$ cat config.mk
export PLATFORM = sky130hd
export DESIGN_NAME = fifo_wr_arbiter
export DESIGN_NICKNAME = d
export VERILOG_FILES = /design/src/rtl/fifo_arb_pkg.sv /design/src/rtl/rr_pick.sv /design/src/rtl/fifo_wr_arbiter.sv
export SDC_FILE = /design/constraint.sdc
export NUM_CORES = 1
export LEC_CHECK = 0
export CAP_MARGIN = 20
export CELL_PAD_IN_SITES_DETAIL_PLACEMENT = 1
export CELL_PAD_IN_SITES_GLOBAL_PLACEMENT = 1
export CORE_MARGIN = 2
export CORE_UTILIZATION = 23
export CTS_BUF_LIST = sky130_fd_sc_hd__clkbuf_4
export DETAILED_ROUTE_END_ITERATION = 8
export PLACE_DENSITY_LB_ADDON = 0.25
export SKIP_CTS_REPAIR_TIMING = 1
export SLEW_MARGIN = 20
export SYNTH_ARGS = -nofsm -noshare
export SYNTH_HDL_FRONTEND = slang
export SYNTH_SLANG_ARGS = --single-unit
$ cat constraint.sdc
create_clock -name wclk -period 1.9 [get_ports wclk]
set_input_delay 0.285 -clock wclk [delete_from_list [all_inputs] [get_ports wclk]]
set_output_delay 0.285 -clock wclk [all_outputs]
set_load 0.01 [all_outputs]
$ cat src/rtl/fifo_arb_pkg.sv
`default_nettype none
// ============================================================================
// Module      : fifo_arb_pkg
// Description : Shared types, defaults and width helpers for fifo_wr_arbiter.
// Revision    : 1.0 - initial release
// ============================================================================
package fifo_arb_pkg;

    typedef enum logic [0:0] {
        IDLE  = 1'b0,
        GRANT = 1'b1
    } state_t;

    localparam int c_DATASIZE_DEF = 8;
    localparam int c_NREQ_DEF     = 4;
    localparam int c_BURST_DEF    = 4;

    // Width of a requester index; requester counts are always >= 2.
    function automatic int gnt_width(input int n);
        return (n < 2) ? 1 : $clog2(n);
    endfunction

    // Burst counter must be able to hold the value BURST itself.
    function automatic int cnt_width(input int b);
        return (b < 1) ? 1 : $clog2(b + 1);
    endfunction

endpackage
`default_nettype wire

$ cat src/rtl/rr_pick.sv
`default_nettype none
// ============================================================================
// Module      : rr_pick
// Description : Combinational round-robin picker; first valid after i_last.
// Revision    : 1.0 - initial release
// ============================================================================
module rr_pick
    import fifo_arb_pkg::*;
#(
    parameter int NREQ = c_NREQ_DEF,
    parameter int GW   = gnt_width(NREQ)
) (
    input  logic [NREQ-1:0] i_valid,
    input  logic [GW-1:0]   i_last,
    output logic [GW-1:0]   o_pick,
    output logic            o_any
);

    logic [GW-1:0] w_idx;

    // Scan from farthest to nearest so the nearest candidate after i_last wins.
    always_comb begin
        o_pick = '0;
        o_any  = 1'b0;
        w_idx  = '0;
        for (int k = NREQ; k >= 1; k--) begin
            w_idx = GW'((int'(i_last) + k) % NREQ);
            if (i_valid[w_idx]) begin
                o_pick = w_idx;
                o_any  = 1'b1;
            end
        end
    end

endmodule
`default_nettype wire

$ cat src/rtl/fifo_wr_arbiter.sv
`default_nettype none
// ============================================================================
// Module      : fifo_wr_arbiter
// Description : Round-robin, burst-bounded arbiter sharing one FIFO write port.
// Revision    : 1.0 - initial release
// ============================================================================
module fifo_wr_arbiter
    import fifo_arb_pkg::*;
#(
    parameter int DATASIZE = c_DATASIZE_DEF,
    parameter int NREQ     = c_NREQ_DEF,
    parameter int BURST    = c_BURST_DEF
) (
    input  logic                     wclk,
    input  logic                     w_rst,
    input  logic [NREQ-1:0]          req_valid,
    input  logic [NREQ*DATASIZE-1:0] req_data,
    output logic [NREQ-1:0]          req_ready,
    input  logic                     wfull,
    output logic                     winc,
    output logic [DATASIZE-1:0]      wdata,
    output logic [$clog2(NREQ)-1:0]  grant_id,
    output logic                     busy
);

    localparam int c_GW = gnt_width(NREQ);
    localparam int c_CW = cnt_width(BURST);

    state_t          r_state;
    logic [c_GW-1:0] r_gnt;
    logic [c_GW-1:0] r_last_gnt;
    logic [c_CW-1:0] r_cnt;

    logic            w_grant;
    logic            w_hold_valid;
    logic            w_winc;
    logic            w_burst_done;
    logic            w_release;
    logic [c_GW-1:0] w_pick_last;
    logic [c_GW-1:0] w_pick;
    logic            w_any;

    assign w_grant      = (r_state == GRANT);
    assign w_hold_valid = req_valid[r_gnt];
    assign w_winc       = w_grant & w_hold_valid & ~wfull;
    assign w_burst_done = w_winc & (r_cnt == c_CW'(BURST - 1));
    // A full FIFO freezes the grant; it never forces a release.
    assign w_release    = w_grant & ~wfull & (w_burst_done | ~w_hold_valid);

    // In GRANT the rotation starts after the current holder, in IDLE after the last one.
    assign w_pick_last  = w_grant ? r_gnt : r_last_gnt;

    rr_pick #(
        .NREQ (NREQ),
        .GW   (c_GW)
    ) u_pick (
        .i_valid (req_valid),
        .i_last  (w_pick_last),
        .o_pick  (w_pick),
        .o_any   (w_any)
    );

    always_comb begin
        req_ready = '0;
        if (w_grant && !wfull) begin
            req_ready[r_gnt] = 1'b1;
        end
    end

    assign winc     = w_winc;
    assign wdata    = w_winc ? req_data[int'(r_gnt)*DATASIZE +: DATASIZE] : '0;
    assign grant_id = r_gnt;
    assign busy     = w_grant;

    always_ff @(posedge wclk or negedge w_rst) begin
        if (!w_rst) begin
            r_state    <= IDLE;
            r_gnt      <= '0;
            r_last_gnt <= c_GW'(NREQ - 1);
            r_cnt      <= '0;
        end else begin
            case (r_state)
                IDLE: begin
                    if (w_any) begin
                        r_state <= GRANT;
                        r_gnt   <= w_pick;
                        r_cnt   <= '0;
                    end
                end
                GRANT: begin
                    if (w_release) begin
                        r_last_gnt <= r_gnt;
                        r_cnt      <= '0;
                        if (w_any) begin
                            r_gnt <= w_pick;
                        end else begin
                            r_state <= IDLE;
                        end
                    end else if (w_winc) begin
                        r_cnt <= r_cnt + c_CW'(1);
                    end
                end
                default: begin
                    r_state <= IDLE;
                end
            endcase
        end
    end

endmodule
`default_nettype wire

======== Word level (Yosys, flattened, before mapping) ========
Index checks and enable logic that the tools add are counted.
storage, ports and cells
  output and inout bits ................... 16
  flip-flop bits (word level) ............. 8
  bits in read-only memories .............. 0
  input port bits ......................... 39
  latch bits .............................. 0
  RAM bits ................................ 0
  logic and storage cells ................. 67
  memories ................................ 0
cells by class
  order comparisons ....................... 6
  eq/ne operators ......................... 4
  add/subtract/negate cells ............... 5
  muxes and demuxes ....................... 33
  reductions and logical operators ........ 5
  $mul .................................... 0
  shift operators ......................... 1
  bitwise logic cells ..................... 9
  div/mod/pow operators ................... 0
operators by type and width
  cell                                                                                  count
  32-bit by 6-bit indexed part select with 8-bit output                                 1
  2-bit by 3-bit less-than comparator with 1-bit output (second input constant)         5
  2-bit two-way mux                                                                     7
  1-bit two-way mux                                                                     12
  1-bit binary-select mux with 2-bit select                                             5
  3-bit two-way mux                                                                     3
  8-bit two-way mux                                                                     1
  3-bit one-hot mux with 2 select lines                                                 1
  1-bit bitwise AND                                                                     5
  2-bit by 1-bit adder with 2-bit output (second input constant)                        2
  2-bit adder (second input constant)                                                   2
  4-bit two-way mux                                                                     1
  2-bit by 1-bit inequality test with 1-bit output (second input constant)              2
  2-bit one-hot mux with 2 select lines                                                 1
  2-bit AND reduction                                                                   2
  3-bit by 1-bit adder with 3-bit output (second input constant)                        1
  3-bit by 2-bit == test with 1-bit output (second input constant)                      1
  3-bit by 1-bit inequality test with 1-bit output (second input constant)              1
  1-bit NOT                                                                             3
  1-bit demux with 2-bit select                                                         1
  2-bit by 1-bit greater-or-equal comparator with 1-bit output (second input constant)  1
  1-bit logical AND                                                                     2
  1-bit one-hot mux with 2 select lines                                                 1
  1-bit zero test                                                                       1
  1-bit OR                                                                              1

======== Depth between registers and ports, before layout ========
  word-level depth ........................ 11
  mapped depth ............................ 6
  mapped depth without buffers ............ 6

======== By module ========
A second synthesis with hierarchy kept.
second synthesis, totals
  cells, all modules ...................... 85
  area, all modules ....................... 883.3 um2
modules (own cells, without submodules)
  module           area each (um2)  cells an instance  instances  sequential area each (um2)
  fifo_wr_arbiter  792.0            71                 1          202.7
  rr_pick          91.3             14                 1          0.0

======== Worst setup path before layout ========
Ideal clock, no wire load.
  path type ............................... reg-to-reg
  start ................................... register r_gnt[0] (netlist: grant_id[0])
  end ..................................... register r_gnt[0] (netlist: grant_id[0])
  library setup time ...................... 0.127 ns
  stages on the path, launching flop included .. 6
  data arrival time ....................... 1.891 ns
  clock period less this slack ............ 2.018 ns
  path slack .............................. -0.118 ns
  cells stage by stage .................... dfrtp_1 > buf_6 > mux2_4 > a222oi_1 > and2b_1 > mux2_1
between the ends
  longest elaborated chain between the ends .. 11
  elaborated cells between the ends (all ways) .. 33
ends and longest elaborated chain
  item                                                                         RTL line                                      text
  start: declaration                                                           fifo_wr_arbiter.sv:30                         logic [c_GW-1:0] r_gnt;
  start signal: assignment                                                     fifo_wr_arbiter.sv:86                         r_gnt <= w_pick;
  start signal: assignment                                                     fifo_wr_arbiter.sv:95                         r_gnt <= w_pick;
  2-bit two-way mux                                                            fifo_wr_arbiter.sv:51                         assign w_pick_last = w_grant ? r_gnt : r_last_gnt;
  2-bit by 1-bit adder with 2-bit output                                       rr_pick.sv:27                                 w_idx = GW'((int'(i_last) + k) % NREQ);
  1-bit binary-select mux with 2-bit select                                    rr_pick.sv:28                                 if (i_valid[w_idx]) begin
  1-bit two-way mux (not written as such)                                      rr_pick.sv:28
  2-bit two-way mux / 1-bit two-way mux (equally long branches) (4 in series)  rr_pick.sv:28
  2-bit two-way mux                                                            fifo_wr_arbiter.sv:84, fifo_wr_arbiter.sv:94
  2-bit two-way mux                                                            fifo_wr_arbiter.sv:91                         if (w_release) begin
  2-bit one-hot mux with 2 select lines                                        fifo_wr_arbiter.sv:82                         case (r_state)
Several ways; a longest one is shown, not always the timed one. The select of a mux whose other input is x is not followed.
A chain may end at the register's enable or synchronous reset.

======== Final worst setup path ========
  start ................................... register r_gnt[0] (netlist: grant_id[0])
  end ..................................... output wdata[6]
between the ends
  longest elaborated chain between the ends .. 5
  elaborated cells between the ends (all ways) .. 6
ends and longest elaborated chain
  item                                                                                           RTL line               text
  branches (longest 4 deep; another with 32-bit by 6-bit indexed part select with 8-bit output)  --
  8-bit two-way mux *                                                                            fifo_wr_arbiter.sv:71  assign wdata = w_winc ? req_data[int'(r_gnt)*DATASIZE +: DATASIZE] : '0;
  end: declaration                                                                               fifo_wr_arbiter.sv:21  output logic [DATASIZE-1:0] wdata,
Mark *: on every way between the ends. The select of a mux whose other input is x is not followed.

==> impl_results.md <==
* Achievable frequency at 0.488 GHz
* Nature of the critical path startpoint: flip-flop
* Worst EP arrival at 1.76 ns
* IO buf count at 54
* RSZ-0062 raised after global routing: true
* Final Cycle Share at 108%
* H-tree levels at 1
* Post-synth top area share at 22.2%
* Share of synthesized registers carrying an async set or reset at 100%
* Row cnt at 21
* First-pass GRT wire length at 4.98 mm
* TritonCTS Sinks at 8
* Hold WC Path Type: input port to async pin
* Drt first-iter violations at 26
* Final wirelength at 3.27 mm
* 1st-pass router iterations at 4
* Final Hold Fails at 0
* Primary FF master, synth: dfrtp_1
* Initial antenna violation count at 0
* Area contributors post-synth: mux4_2, dfrtp_1, and3_1
* Total CTS buffers at 3
* Clk pwr share at 8.5%
* Mapped cell area at 813 µm²
* Worst-Skew Late Latency at 0.25 ns
* Post-synthesis net count at 119
* Period minus WS final at 2.05 ns
* CP max FO at 5
* Cell with the most instances after synthesis: and3_1
* Synth unique cells at 33
* P_leak at 0.000828 µW
* # IOs at 55
* Starting Density at 24.2%
* Yosys top cell by area: mux4_2
* Ant. Diodes at 0
* Worst VDD drop at 0.000581 V
* Vias at 957
* DRC violations left at 0
* R2R setup slack at -0.03 ns
* Post-route cell area at 0.00168 mm²
* Status: finished, violations left
* Avg Cell Area, Syn at 10.4 µm²
* Max-Cap Viols at 0
* WL per Instance at 16.1 µm
* Worst slack, placed at -0.449 ns
* Vias in the first global route at 1003
* GRT Overall Usage at 15.7%
* Final GP Congestion at 0.706
* DP Area at 0.00152 mm²
* Fillers at 392
* Sequential share of power at 17.5%
* PwrDens at 1090 mW/mm²
* Root buffer cell: clkbuf_4
* Die area at 0.00403 mm²
* Detailed-placement wirelength estimate at 2.61 mm
* DRT antenna net count at 0
* Worst Max-Slew Pin Slew at 0.465 ns
* YS warnings at 0
* Mapped Cells at 78
* Final Max Tran Viols at 0
* Seq/Total Area, Yosys at 24.9%
* Clock slew at reported path FFs at 0.06 ns
* Share of cells above drive strength 1 at 40.8%
* P_sw at 651 µW
* Core Util, Final at 49.9%
* Relative slew slack at 69.0%
* Comb pwr share at 74.0%
* Largest net degree at the start of global routing at 12
* Grt total ovfl at 0
* Die width at 63.5 µm
* Flops & latches, synth at 8
* CTS max path bufs at 2
* Final critical-path setup slack at -0.149 ns
* Skew final at 0.00911 ns
* Core area at 0.00336 mm²
* Routed vias/inst at 4.71
* Final #Nets at 199
* CP required at 1.62 ns
* Syn-to-layout area delta at 106%
* CTS tree: yes
* Die span in y at 63.5 µm
* Setup-failing EPs final at 10
* Most frequent cells after synthesis: and3_1, mux4_2, dfrtp_1
* Net Sw Frac at 35.5%
* Failing checks: negative setup slack
* Cell internal pwr at 1180 µW
* Crit end category: output port
* Post-synth EDFFs at 0
* Crit Path Category: flip-flop to output port
[per-stage QoR]
step | TNS, ns | instances | hold WS (ns) | total power [µW]
5_1_grt | -1.37 | 203 | 0.333 | 1980
4_1_cts | -4.71 | 194 | 0.324 | 1660
3_3_place_gp | -4.67 | 190 | 0.461 | 1450
2_1_floorplan | -0.227 | 78 | -0.0106 | 964
6_report | -0.780 | 203 | 0.320 | 1830
3_5_place_dp | -5.50 | 190 | 0.478 | 1500
[area by class of cell]
class                   count  area [µm²]  area share (%)
repair buffers             81         748            44.6
clock buffers               4        30.0            1.79
well taps                  46        57.6            3.43
multi-input cells          59         617            36.8
inverters                   5        18.8            1.12
flip-flops and latches      8         205            12.2
[flip-flops by register name (all words and copies together), names as in the netlist]
register,flops
grant_id,2
r_last_gnt,2
r_cnt,3
busy,1
[cell families (layout without fill, tap and decap cells)]
group,count (synthesis),after routing,share of synthesized area (%)
buf+inv,11,90,6.00
flops,8,8,24.9
fa+ha+maj,2,2,3.08
mux,18,18,36.2
compound gates,12,12,10.6
simple gates,27,27,19.2
[final timing paths]
| kind | start | endpoint | depth (start not counted) |
|---|---|---|---|
| max reg2reg | r_cnt[0]$_DFFE_PN0P_ | grant_id[0]$_DFFE_PN0P_ | 6 |
| min in group wclk | req_valid[0] | busy$_DFF_PN0_ | 4 |
| min | w_rst | r_cnt[1]$_DFFE_PN0P_ | 1 |
| max in group asynchronous | w_rst | r_last_gnt[1]$_DFFE_PN1P_ | 1 |
| max | grant_id[0]$_DFFE_PN0P_ | wdata[6] | 5 |
| min reg2reg | r_cnt[1]$_DFFE_PN0P_ | r_cnt[1]$_DFFE_PN0P_ | 2 |
[layout by cell type (no fill, tap or decap), types with 2 or more instances in the layout]
cell type,instances
and3_1,5
and3_4,5
buf_4,23
buf_6,6
clkbuf_2,6
clkbuf_4,4
clkdlybuf4s50_1,39
dfrtp_1,4
dfrtp_2,2
dfstp_2,2
dlymetal6s2s_1,7
inv_1,5
mux2_1,3
mux2_4,4
mux2i_1,2
mux4_2,8
nand2_1,4
nor2b_1,2
nor3_1,3
o31ai_1,2
[power groups by stage]
| stage | clock (µW) | sequential [µW] | combinational (µW) |
|---|---|---|---|
| 2_1_floorplan | 0 | 302 | 663 |
| 3_3_place_gp | 0 | 313 | 1140 |
| 3_5_place_dp | 0 | 320 | 1180 |
| 4_1_cts | 162 | 316 | 1190 |
| 5_1_grt | 170 | 331 | 1480 |
| 6_report | 155 | 320 | 1350 |
[worst max-delay path, stage by stage, from the launching register on]
cell and delay [ns]:
dfrtp_2 0.42, buf_4 0.13, buf_6 0.11, mux4_2 0.51
and3_4 0.19, dlymetal6s2s_1 0.16
[metal layers]
metal | vias up | routed length (µm) | global-route usage (%)
met1 | 469 | 1300 | 17.9
li1 | 460 | - | -
met5 | - | 0 | 0
met4 | 0 | 10 | 2.45
met2 | 26 | 1760 | 29.6
met3 | 2 | 191 | 4.29
No activity file was read; power rests on OpenSTA's default activity.
